### config.mk
export PLATFORM = sky130hd
export DESIGN_NAME = serv_pc_seq
export DESIGN_NICKNAME = d
export VERILOG_FILES = /design/src/rtl/serv_pc_pkg.sv /design/src/rtl/serv_digit_adder.sv /design/src/rtl/serv_pc_seq.sv
export SDC_FILE = /design/constraint.sdc
export NUM_CORES = 1
export LEC_CHECK = 0
export BUFFER_PORTS_ARGS = -buffer_cell sky130_fd_sc_hd__buf_2
export CAP_MARGIN = 20
export CORE_MARGIN = 10
export CORE_UTILIZATION = 53
export CTS_CLUSTER_SIZE = 24
export DETAILED_ROUTE_END_ITERATION = 8
export GPL_ROUTABILITY_DRIVEN = 0
export GPL_TIMING_DRIVEN = 0
export PLACE_DENSITY = 0.83
export SYNTH_ARGS = -nofsm -noshare
export SYNTH_HDL_FRONTEND = slang
export SYNTH_SLANG_ARGS = --single-unit
### constraint.sdc
create_clock -name clk -period 4.01 [get_ports clk]
set_clock_uncertainty 0.05 [all_clocks]
set_input_delay 0.401 -clock clk [delete_from_list [all_inputs] [get_ports clk]]
set_output_delay 0.401 -clock clk [all_outputs]
set_load 0.02 [all_outputs]
### src/rtl/serv_pc_pkg.sv
`default_nettype none
// +------------------------------------------------------------------------+
// | serv_pc_pkg                                                            |
// | Shared constants and mask helpers for the digit-serial PC unit.       |
// | Revision: 1.0                                                          |
// +------------------------------------------------------------------------+
package serv_pc_pkg;

  localparam logic [0:0] ST_IDLE = 1'b0;
  localparam logic [0:0] ST_RUN  = 1'b1;

  localparam int          PC_W = 32;
  localparam logic [31:0] INC4 = 32'd4;
  localparam logic [31:0] INC2 = 32'd2;

  // Mask of the immediate bits that survive for U-type (absolute index >= 12),
  // shifted so that the current digit sits in the low bits.
  function automatic logic [31:0] imm_mask(input logic [5:0] bitpos);
    return 32'hFFFF_F000 >> bitpos;
  endfunction

endpackage
`default_nettype wire

### src/rtl/serv_digit_adder.sv
`default_nettype none
// +------------------------------------------------------------------------+
// | serv_digit_adder                                                       |
// | W-bit digit adder with a registered carry between digits.             |
// | Revision: 1.0                                                          |
// +------------------------------------------------------------------------+
module serv_digit_adder #(
  parameter int W = 1
) (
  input  logic         clk,
  input  logic         i_rst_n,
  input  logic         i_clr,
  input  logic         i_en,
  input  logic [W-1:0] i_a,
  input  logic [W-1:0] i_b,
  output logic [W-1:0] o_sum
);

  logic         r_carry;
  logic [W:0]   w_sum;

  assign w_sum = {1'b0, i_a} + {1'b0, i_b} + {{W{1'b0}}, r_carry};
  assign o_sum = w_sum[W-1:0];

  always_ff @(posedge clk or negedge i_rst_n) begin
    if (!i_rst_n) begin
      r_carry <= 1'b0;
    end else if (i_clr) begin
      r_carry <= 1'b0;
    end else if (i_en) begin
      r_carry <= w_sum[W];
    end
  end

endmodule
`default_nettype wire

### src/rtl/serv_pc_seq.sv
`default_nettype none
// +------------------------------------------------------------------------+
// | serv_pc_seq                                                            |
// | Digit-serial PC unit: builds the next PC in a shadow register over    |
// | 32/W cycles and commits it atomically to o_ibus_adr.                   |
// | Optional: SERV_PC_MISALIGN_EN suppresses commit of misaligned jumps.  |
// | Revision: 1.0                                                          |
// +------------------------------------------------------------------------+
module serv_pc_seq
  import serv_pc_pkg::*;
#(
  parameter int          W               = 1,
  parameter logic [31:0] RESET_PC        = 32'd0,
  parameter bit          WITH_CSR        = 1'b1,
  parameter bit          WITH_COMPRESSED = 1'b1
) (
  input  logic         clk,
  input  logic         i_rst_n,
  input  logic         i_start,
  input  logic         i_jump,
  input  logic         i_jal_or_jalr,
  input  logic         i_utype,
  input  logic         i_pc_rel,
  input  logic         i_trap,
  input  logic         i_iscomp,
  input  logic [W-1:0] i_imm,
  input  logic [W-1:0] i_buf,
  input  logic [W-1:0] i_csr_pc,
  output logic [W-1:0] o_rd,
  output logic [W-1:0] o_bad_pc,
  output logic         o_busy,
  output logic         o_done,
  output logic         o_misalign,
  output logic [31:0]  o_ibus_adr
);

  localparam int                NDIG  = PC_W / W;
  localparam int                CNT_W = $clog2(NDIG);
  localparam logic [CNT_W-1:0]  LAST  = CNT_W'(NDIG - 1);
  localparam logic [31:0]       ALIGN = WITH_COMPRESSED ? 32'hFFFF_FFFE : 32'hFFFF_FFFC;

  logic [0:0]       r_state;
  logic [CNT_W-1:0] r_cnt;
  logic [31:0]      r_pc_shift;
  logic [31:0]      r_shadow;
  logic [31:0]      r_adr;
  logic             r_jump, r_jal, r_utype, r_pc_rel, r_trap, r_iscomp;
  logic             r_done, r_misalign;

  logic             w_run, w_start, w_last, w_trap_en, w_misalign_hit;
  logic [5:0]       w_bitpos;
  logic [31:0]      w_inc_full, w_shadow_nx;
  logic [W-1:0]     w_p, w_inc, w_off_a, w_off_b, w_imm_m;
  logic [W-1:0]     w_pp4, w_ppo, w_aligned, w_trap_pc, w_new_pc;

  assign w_run     = (r_state == ST_RUN);
  assign w_start   = (r_state == ST_IDLE) && i_start;
  assign w_last    = w_run && (r_cnt == LAST);
  assign w_bitpos  = 6'(r_cnt) * 6'(W);
  assign w_trap_en = r_trap && WITH_CSR;

  assign w_p        = r_pc_shift[W-1:0];
  assign w_inc_full = (r_iscomp && WITH_COMPRESSED) ? INC2 : INC4;
  assign w_inc      = W'(w_inc_full >> w_bitpos);
  assign w_off_a    = r_pc_rel ? w_p : '0;
  assign w_imm_m    = i_imm & W'(imm_mask(w_bitpos));
  assign w_off_b    = r_utype ? w_imm_m : i_buf;

  serv_digit_adder #(.W(W)) u_add_pc4 (
    .clk     (clk),
    .i_rst_n (i_rst_n),
    .i_clr   (w_start),
    .i_en    (w_run),
    .i_a     (w_p),
    .i_b     (w_inc),
    .o_sum   (w_pp4)
  );

  serv_digit_adder #(.W(W)) u_add_off (
    .clk     (clk),
    .i_rst_n (i_rst_n),
    .i_clr   (w_start),
    .i_en    (w_run),
    .i_a     (w_off_a),
    .i_b     (w_off_b),
    .o_sum   (w_ppo)
  );

  // Alignment masks are addressed by absolute bit index, so they also work when W=1.
  assign w_aligned = w_ppo & W'(ALIGN >> w_bitpos);
  assign w_trap_pc = i_csr_pc & W'(32'hFFFF_FFFC >> w_bitpos);
  assign w_new_pc  = w_trap_en ? w_trap_pc : (r_jump ? w_aligned : w_pp4);

  assign o_rd     = w_run ? (({W{r_utype}} & w_aligned) | ({W{r_jal}} & w_pp4)) : '0;
  assign o_bad_pc = w_run ? w_aligned : '0;

  always_comb begin
    w_shadow_nx                = r_shadow;
    w_shadow_nx[w_bitpos +: W] = w_new_pc;
  end

`ifdef SERV_PC_MISALIGN_EN
  logic r_tgt_bit1;
  logic w_bit1_here, w_bit1_val;

  // Bit 1 of the unmasked target lives in digit 1 when W=1, else in digit 0.
  if (W == 1) begin : g_bit1_w1
    assign w_bit1_here = (r_cnt == CNT_W'(1));
    assign w_bit1_val  = w_ppo[0];
  end else begin : g_bit1_wide
    assign w_bit1_here = (r_cnt == '0);
    assign w_bit1_val  = w_ppo[1];
  end

  always_ff @(posedge clk or negedge i_rst_n) begin
    if (!i_rst_n) begin
      r_tgt_bit1 <= 1'b0;
    end else if (w_start) begin
      r_tgt_bit1 <= 1'b0;
    end else if (w_run && w_bit1_here) begin
      r_tgt_bit1 <= w_bit1_val;
    end
  end

  assign w_misalign_hit = !WITH_COMPRESSED && r_jump && !w_trap_en && r_tgt_bit1;
`else
  assign w_misalign_hit = 1'b0;
`endif

  always_ff @(posedge clk or negedge i_rst_n) begin
    if (!i_rst_n) begin
      r_state    <= ST_IDLE;
      r_cnt      <= '0;
      r_pc_shift <= RESET_PC;
      r_shadow   <= RESET_PC;
      r_adr      <= RESET_PC;
      r_jump     <= 1'b0;
      r_jal      <= 1'b0;
      r_utype    <= 1'b0;
      r_pc_rel   <= 1'b0;
      r_trap     <= 1'b0;
      r_iscomp   <= 1'b0;
      r_done     <= 1'b0;
      r_misalign <= 1'b0;
    end else begin
      r_done     <= 1'b0;
      r_misalign <= 1'b0;
      case (r_state)
        ST_IDLE: begin
          if (i_start) begin
            r_state    <= ST_RUN;
            r_jump     <= i_jump;
            r_jal      <= i_jal_or_jalr;
            r_utype    <= i_utype;
            r_pc_rel   <= i_pc_rel;
            r_trap     <= i_trap;
            r_iscomp   <= i_iscomp;
            r_pc_shift <= r_adr;
            r_cnt      <= '0;
          end
        end
        default: begin
          r_pc_shift <= r_pc_shift >> W;
          r_shadow   <= w_shadow_nx;
          r_cnt      <= r_cnt + CNT_W'(1);
          if (w_last) begin
            r_state    <= ST_IDLE;
            r_done     <= 1'b1;
            r_misalign <= w_misalign_hit;
            if (!w_misalign_hit) begin
              r_adr <= w_shadow_nx;
            end
          end
        end
      endcase
    end
  end

  assign o_busy     = w_run;
  assign o_done     = r_done;
  assign o_misalign = r_misalign;
  assign o_ibus_adr = r_adr;

endmodule
`default_nettype wire

-- After elaboration in Yosys (flattened, before gate mapping)
Cells that the tools add are included.
- register bits after elaboration: 111
- input port bits: 12
- word-level logic and storage cells: 61
- $add $sub $neg: 6
- eq/ne operators: 1
- shift-type cells: 6
- muxes and demuxes: 21
- bitwise logic cells: 7
- reductions and logical operators: 6
- operators by type and width (kind ; number):
    32-bit by 5-bit >> shifter with 1-bit output (first input constant) ; 3
    32-bit 2-to-1 mux ; 2
    32-bit bitwise mux ; 1
    1-bit by 8-bit variable shift with 32-bit output (first input constant) ; 1
    1-bit by 8-bit indexed part select with 32-bit output ; 1
    1-bit 2-to-1 mux ; 15
    5-bit 2-to-1 mux ; 2
    5-bit negation with 8-bit output ; 1
    5-bit by 1-bit adder with 5-bit output (second input constant) ; 1
    1-bit AND ; 5
    5-bit == test (second input constant) ; 1
    3-bit by 5-bit >> shifter with 1-bit output ; 1
    1-bit by 1-bit adder with 2-bit output ; 2
    2-bit by 1-bit adder with 2-bit output ; 2
    2-bit AND reduction ; 2
    2-bit nonzero test ; 2
    3-bit 2-to-1 mux ; 1
    1-bit logical AND ; 2
    1-bit inverter ; 1
    1-bit OR ; 1

-- Depth between registers and ports, before layout
- depth in word-level cells: 10
- mapped depth: 11
- gate-level depth less buffers: 9

-- Cells and area by module
A second synthesis with hierarchy kept.
- cells, all modules: 556
- area, all modules: 5681.7 um^2
- modules (own cells, without submodules) (module ; instances ; cells each ; area an instance (um^2) ; sequential area each (um^2)):
    serv_pc_seq ; 1 ; 548 ; 5564.1 ; 2727.6
    serv_digit_adder ; 2 ; 4 ; 58.8 ; 25.0

-- Worst setup path before layout
Ideal clock, no wire load.
- path type: register to register
- start point: register r_cnt[4]
- end point: register r_shadow[0]
- library setup time: 125 ps
- arrival time: 2710 ps
- data required time: 3835 ps
- slack: 1126 ps
- stages on the path, launching flop included: 10
- path through: dfrtp_1 -> buf_4 -> nor3_1 -> a21boi_0 -> fa_1 -> nor2b_1 -> a311oi_4 -> buf_6 -> nor4_2 -> mux2_2
- cells in the longest elaborated chain, start to end: 10
- elaborated cells on any way between the ends: 18
- RTL lines (what ; RTL line ; text):
    start: declaration ; serv_pc_seq.sv:43 ; logic [CNT_W-1:0] r_cnt;
    start signal: assignment ; serv_pc_seq.sv:165 ; r_cnt <= r_cnt + CNT_W'(1);
    32-bit by 5-bit >> shifter with 1-bit output ; serv_pc_pkg.sv:19 ; return 32'hFFFF_F000 >> bitpos;
    1-bit AND ; serv_pc_seq.sv:66 ; assign w_imm_m = i_imm & W'(imm_mask(w_bitpos));
    1-bit 2-to-1 mux ; serv_pc_seq.sv:67 ; assign w_off_b = r_utype ? w_imm_m : i_buf;
    1-bit by 1-bit adder with 2-bit output ; serv_digit_adder.sv:22 ; assign w_sum = {1'b0, i_a} + {1'b0, i_b} + {{W{1'b0}}, r_carry};
    2-bit by 1-bit adder with 2-bit output ; serv_digit_adder.sv:22 ;
    1-bit AND ; serv_pc_seq.sv:90 ; assign w_aligned = w_ppo & W'(ALIGN >> w_bitpos);
    1-bit 2-to-1 mux (2 in series) ; serv_pc_seq.sv:92 ; assign w_new_pc = w_trap_en ? w_trap_pc : (r_jump ? w_aligned : w_pp4);
    1-bit by 8-bit indexed part select with 32-bit output ; serv_pc_seq.sv:99 ; w_shadow_nx[w_bitpos +: W] = w_new_pc;
    32-bit bitwise mux * ; serv_pc_seq.sv:99 ;
    end signal: assignment ; serv_pc_seq.sv:164 ; r_shadow <= w_shadow_nx;
    end: declaration ; serv_pc_seq.sv:45 ; logic [31:0] r_shadow;
Mark *: on every way between the ends. The rest lies on a longest branch, timed or not.
A chain may end at the register's enable or synchronous reset.

-- Final worst setup path
- start point: register r_cnt[4]
- end point: register r_adr[12] (netlist: o_ibus_adr[12])
- cells in the longest elaborated chain, start to end: 10
- elaborated cells on any way between the ends: 21
- RTL lines (what ; RTL line ; text):
    32-bit by 5-bit >> shifter with 1-bit output ; serv_pc_pkg.sv:19 ;
    1-bit AND ; serv_pc_seq.sv:66 ;
    1-bit 2-to-1 mux ; serv_pc_seq.sv:67 ;
    1-bit by 1-bit adder with 2-bit output ; serv_digit_adder.sv:22 ;
    2-bit by 1-bit adder with 2-bit output ; serv_digit_adder.sv:22 ;
    1-bit AND ; serv_pc_seq.sv:90 ;
    1-bit 2-to-1 mux (2 in series) ; serv_pc_seq.sv:92 ;
    1-bit by 8-bit indexed part select with 32-bit output ; serv_pc_seq.sv:99 ;
    32-bit bitwise mux ; serv_pc_seq.sv:99 ;
    end signal: assignment ; serv_pc_seq.sv:171 ; r_adr <= w_shadow_nx;
    end: declaration ; serv_pc_seq.sv:46 ; logic [31:0] r_adr;
Parallel ways exist; a longest one is shown, timed or not.

==> impl_metrics.sql <==
INSERT INTO impl_metrics (metric_group, metric, value, unit) VALUES
('worst_setup_path', 'critical_path_class', 'flip-flop to flip-flop', ''),
('yosys', 'synth.avg_cell_area', '10.23', 'um^2'),
('cells_and_area', 'fillCellCount', '813', ''),
('run', 'cap_violations', '0', ''),
('clock_tree', 'cts.htree.levels', '3', ''),
('worst_setup_path', 'path_cells', 'buf_4 > nor3_1 > a21boi_0 > fa_1 > nor2b_1 > a311oi_4 > nor4b_1 > mux2i_1 > o21ai_0', ''),
('worst_setup_path', 'critical_path.startpoint_type', 'flip-flop', ''),
('yosys', 'ys.warnings.count', '0', ''),
('clock_tree', 'worst_skew_pair.late_latency', '380', 'ps'),
('timing', 'finalSetupViolations', '0', ''),
('power', 'vdd_drop_max', '0.3398', 'mV'),
('floorplan', 'std_cell_rows', '37', ''),
('yosys', 'mappedNetlistArea', '5699', 'um^2'),
('grt', 'maximum_number_of_pins_on_one_net_before_global_route_repair', '71', ''),
('timing', 'finalHoldViolations', '0', ''),
('yosys', 'syn_nets', '575', ''),
('yosys', 'async_reset_ff_share', '100.0', '%'),
('timing', 'slew-limit-headroom', '11.81', '%'),
('worst_setup_path', 'r2r_slack', '130', 'ps'),
('yosys', 'synth_seq_cells', '111', ''),
('routing', 'wirelength', '14630', 'um'),
('worst_setup_path', 'critical-path-slowest-cell', 'sky130_fd_sc_hd__nor4b_1', ''),
('grt', 'grt_pass1_vias', '4511', ''),
('floorplan', 'die-area', '15300', 'um^2'),
('worst_setup_path', 'regToRegStartpoint', 'r_cnt[4]', ''),
('worst_setup_path', 'path_max_fanout', '10', ''),
('floorplan', 'start_util', '54.71', '%'),
('clock_tree', 'tritoncts_num_sinks', '111', ''),
('cells_and_area', 'final-seq-area', '2778', 'um^2'),
('worst_setup_path', 'worstPathArrival', '4140', 'ps'),
('timing', 'finalCriticalPeriod', '3882', 'ps'),
('yosys', 'synth-edff-count', '0', ''),
('placement', 'hpwl', '10650', 'um'),
('cells_and_area', 'final_core_utilization', '61.25', '%'),
('floorplan', 'die_width', '123.7', 'um'),
('worst_setup_path', 'worst_setup_path_end_kind', 'flip-flop', ''),
('yosys', 'ys_types', '56', ''),
('yosys', 'synth_top_flop_cell', 'sky130_fd_sc_hd__dfrtp_1', ''),
('clock_tree', 'cts_tree', 'yes', ''),
('clock_tree', 'cts_setup_buffers', '0', ''),
('cells_and_area', 'antenna-diode-count', '0', ''),
('grt', 'grt_antenna_before_repair', '0', ''),
('yosys', 'ys_seq_area_share', '48.74', '%'),
('cells_and_area', 'area_taken_by_multi_input_logic_gates', '2691', 'um^2'),
('floorplan', 'std_cell_core_area', '10420', 'um^2'),
('timing', 'final_max_slew_viol_count', '0', ''),
('grt', 'grt_remaining_overflow', '0', ''),
('power', 'power_density', '875.4', 'nW/um^2'),
('grt', 'globalRouteTotalUtil', '19.22', '%'),
('cells_and_area', 'fin_nets', '636', ''),
('placement', 'place_worst_setup_slack', '291.5', 'ps'),
('floorplan', 'dieHeight', '123.7', 'um'),
('routing', 'routed_wire_length_per_instance', '19.28', 'um'),
('clock_tree', 'clkTransAtPathRegs', '100', 'ps'),
('timing', 'timing.final.ws_setup', '127.7', 'ps'),
('worst_setup_path', 'r2r-end', 'o_ibus_adr[12]', ''),
('worst_setup_path', 'timing.critical_path.slowest_cell_delay', '1080', 'ps'),
('routing', 'drc', '0', ''),
('clock_tree', 'cts_buffers', '9', ''),
('worst_setup_path', 'worst-endpoint-required', '4260', 'ps'),
('timing', 'timing.setup.tns', '0', 'ps'),
('grt', 'grt_first_pass_wirelength', '23340', 'um'),
('cells_and_area', 'area_growth_syn_to_layout', '11.94', '%'),
('routing', 'detailedRoute.firstPassIterationCount', '5', ''),
('placement', 'io_buffer_count', '46', ''),
('run_status', 'run_status', 'completed', ''),
('clock_tree', 'cts_buffer_depth', '2', ''),
('timing', 'achievable_clock_frequency', '257.6', 'MHz'),
('hold_path', 'hold_path_class', 'input port to flip-flop', ''),
('timing', 'rsz0062_at_grt', 'no', ''),
('worst_setup_path', 'critical_path.startpoint', 'r_cnt[4]', '');
-- layout make-up --
cell class              instances  area share, %
clock inverters                 6          1.451
plain buffers                  39          3.197
clock buffers                  10          2.157
flip-flops and latches        111          43.54
inverters                       7         0.4118
repair buffers                 50          4.393
multi-input cells             400          42.18
well taps                     136          2.667
-- critical path: cells and delay by family, from the launching register on --
kind,cells,cell delay (ps)
buffers and inverters,1,210
AND/OR/NAND/NOR,3,1950
multiplexers,1,240
adder cells (fa/ha/maj),1,230
AO/OA/AOI/OAI,3,640
flip-flops,1,480
-- where the power goes --
part           switching, uW  leakage (uW)  internal (uW)
logic                   1850       0.00156           1000
clock network            396      0.000114            373
registers                350       0.00134           1610
total                   2600       0.00302           2990
-- metrics by stage --
step	power [uW]	area (um^2)	hold slack, ps	instances
detailed placement	4757	6130	368.5	740
global placement	4616	6100	409.4	739
floorplan	3861	5699	55.41	557
global route	5917	6380	204.6	759
finish	5585	6380	194.6	759
CTS	5518	6370	194.1	757
-- placed cells by master, fill, tap and decap left out, drive strengths merged, types with 3 or more instances in the layout --
cell,count
mux2,27
a21o,4
inv,8
nor2b,3
or2,3
nor2,19
nor3,7
clkbuf,34
o41ai,9
nand2b,12
nand2,90
ha,4
a21boi,3
nand4,5
o21ai,90
o31ai,7
dfrtp,111
buf,64
nor4,3
mux2i,65
and3,3
a21oi,3
nand3,11
-- cell usage after synthesis, types with 3 or more instances --
library cell                 n  area share (%)
sky130_fd_sc_hd__nor2_1     18             1.2
sky130_fd_sc_hd__clkbuf_1   22             1.4
sky130_fd_sc_hd__mux2i_1    65              11
sky130_fd_sc_hd__nand2b_1   12             1.3
sky130_fd_sc_hd__buf_4       5            0.66
sky130_fd_sc_hd__and3_1      3            0.33
sky130_fd_sc_hd__o41ai_1     9             1.4
sky130_fd_sc_hd__o21ai_0    90             7.9
sky130_fd_sc_hd__buf_6       4            0.79
sky130_fd_sc_hd__nand3_1    11            0.97
sky130_fd_sc_hd__inv_1       7            0.46
sky130_fd_sc_hd__nor3_1      7            0.61
sky130_fd_sc_hd__ha_1        4            0.88
sky130_fd_sc_hd__a21oi_1     3            0.26
sky130_fd_sc_hd__nand2_1    90             5.9
sky130_fd_sc_hd__dfrtp_1   111              49
sky130_fd_sc_hd__nor2b_1     3            0.33
sky130_fd_sc_hd__mux2_2     27             5.3
sky130_fd_sc_hd__buf_2       7            0.61
sky130_fd_sc_hd__o31ai_1     7            0.92
sky130_fd_sc_hd__a21o_1      4            0.53
sky130_fd_sc_hd__nand4_1     5            0.55
-- cells by family (layout without fill, tap and decap cells) --
logic type | Yosys count | in the layout | synth area share (%)
xor+xnor | 4 | 4 | 0.6148
other cells | 1 | 1 | 0.06580
buf+inv | 46 | 112 | 4.040
fa+ha+maj | 6 | 6 | 1.581
simple gates | 165 | 165 | 13.72
mux | 92 | 92 | 16.75
compound gates | 132 | 132 | 14.49
flops | 111 | 111 | 48.74
-- state kept, by name, summed over array words and instances (netlist names) --
register and count:
o_ibus_adr 32, r_pc_shift 32, r_shadow 32, r_cnt 5, o_busy 1, o_done 1, r_iscomp 1, r_jal 1
r_jump 1, r_pc_rel 1, r_trap 1, r_utype 1, u_add_off.r_carry 1, u_add_pc4.r_carry 1
-- layer usage --
layer / GRT usage (%) / vias up / routed length (um)
li1: - / 2095 / -
met2: 30.83 / 219 / 6983
met4: 9.825 / 0 / 538
met1: 24.44 / 2299 / 5840
met3: 3.484 / 38 / 1268
met5: 0 / - / 0
-- what timing repair did --
| action | in CTS | in global routing |
|---|---|---|
| hold buffers | 1 | 0 |
| endpoints found under the hold margin | 41 | 0 |
| gates resized for setup | 0 | 0 |
-- worst min-delay path by stage --
stage / from / cells past startpoint / to / slack [ps]
after floorplan: i_rst_n / 0 / o_busy / 60
after global placement: r_pc_shift[12] / 2 / r_pc_shift[11] / 410
after detailed placement: i_rst_n / 1 / r_pc_rel / 370
after CTS: i_jal_or_jalr / 2 / r_jal / 190
after global routing: i_pc_rel / 2 / r_pc_rel / 200
final: i_jal_or_jalr / 2 / r_jal / 190
(Power assumes the default switching activity.)
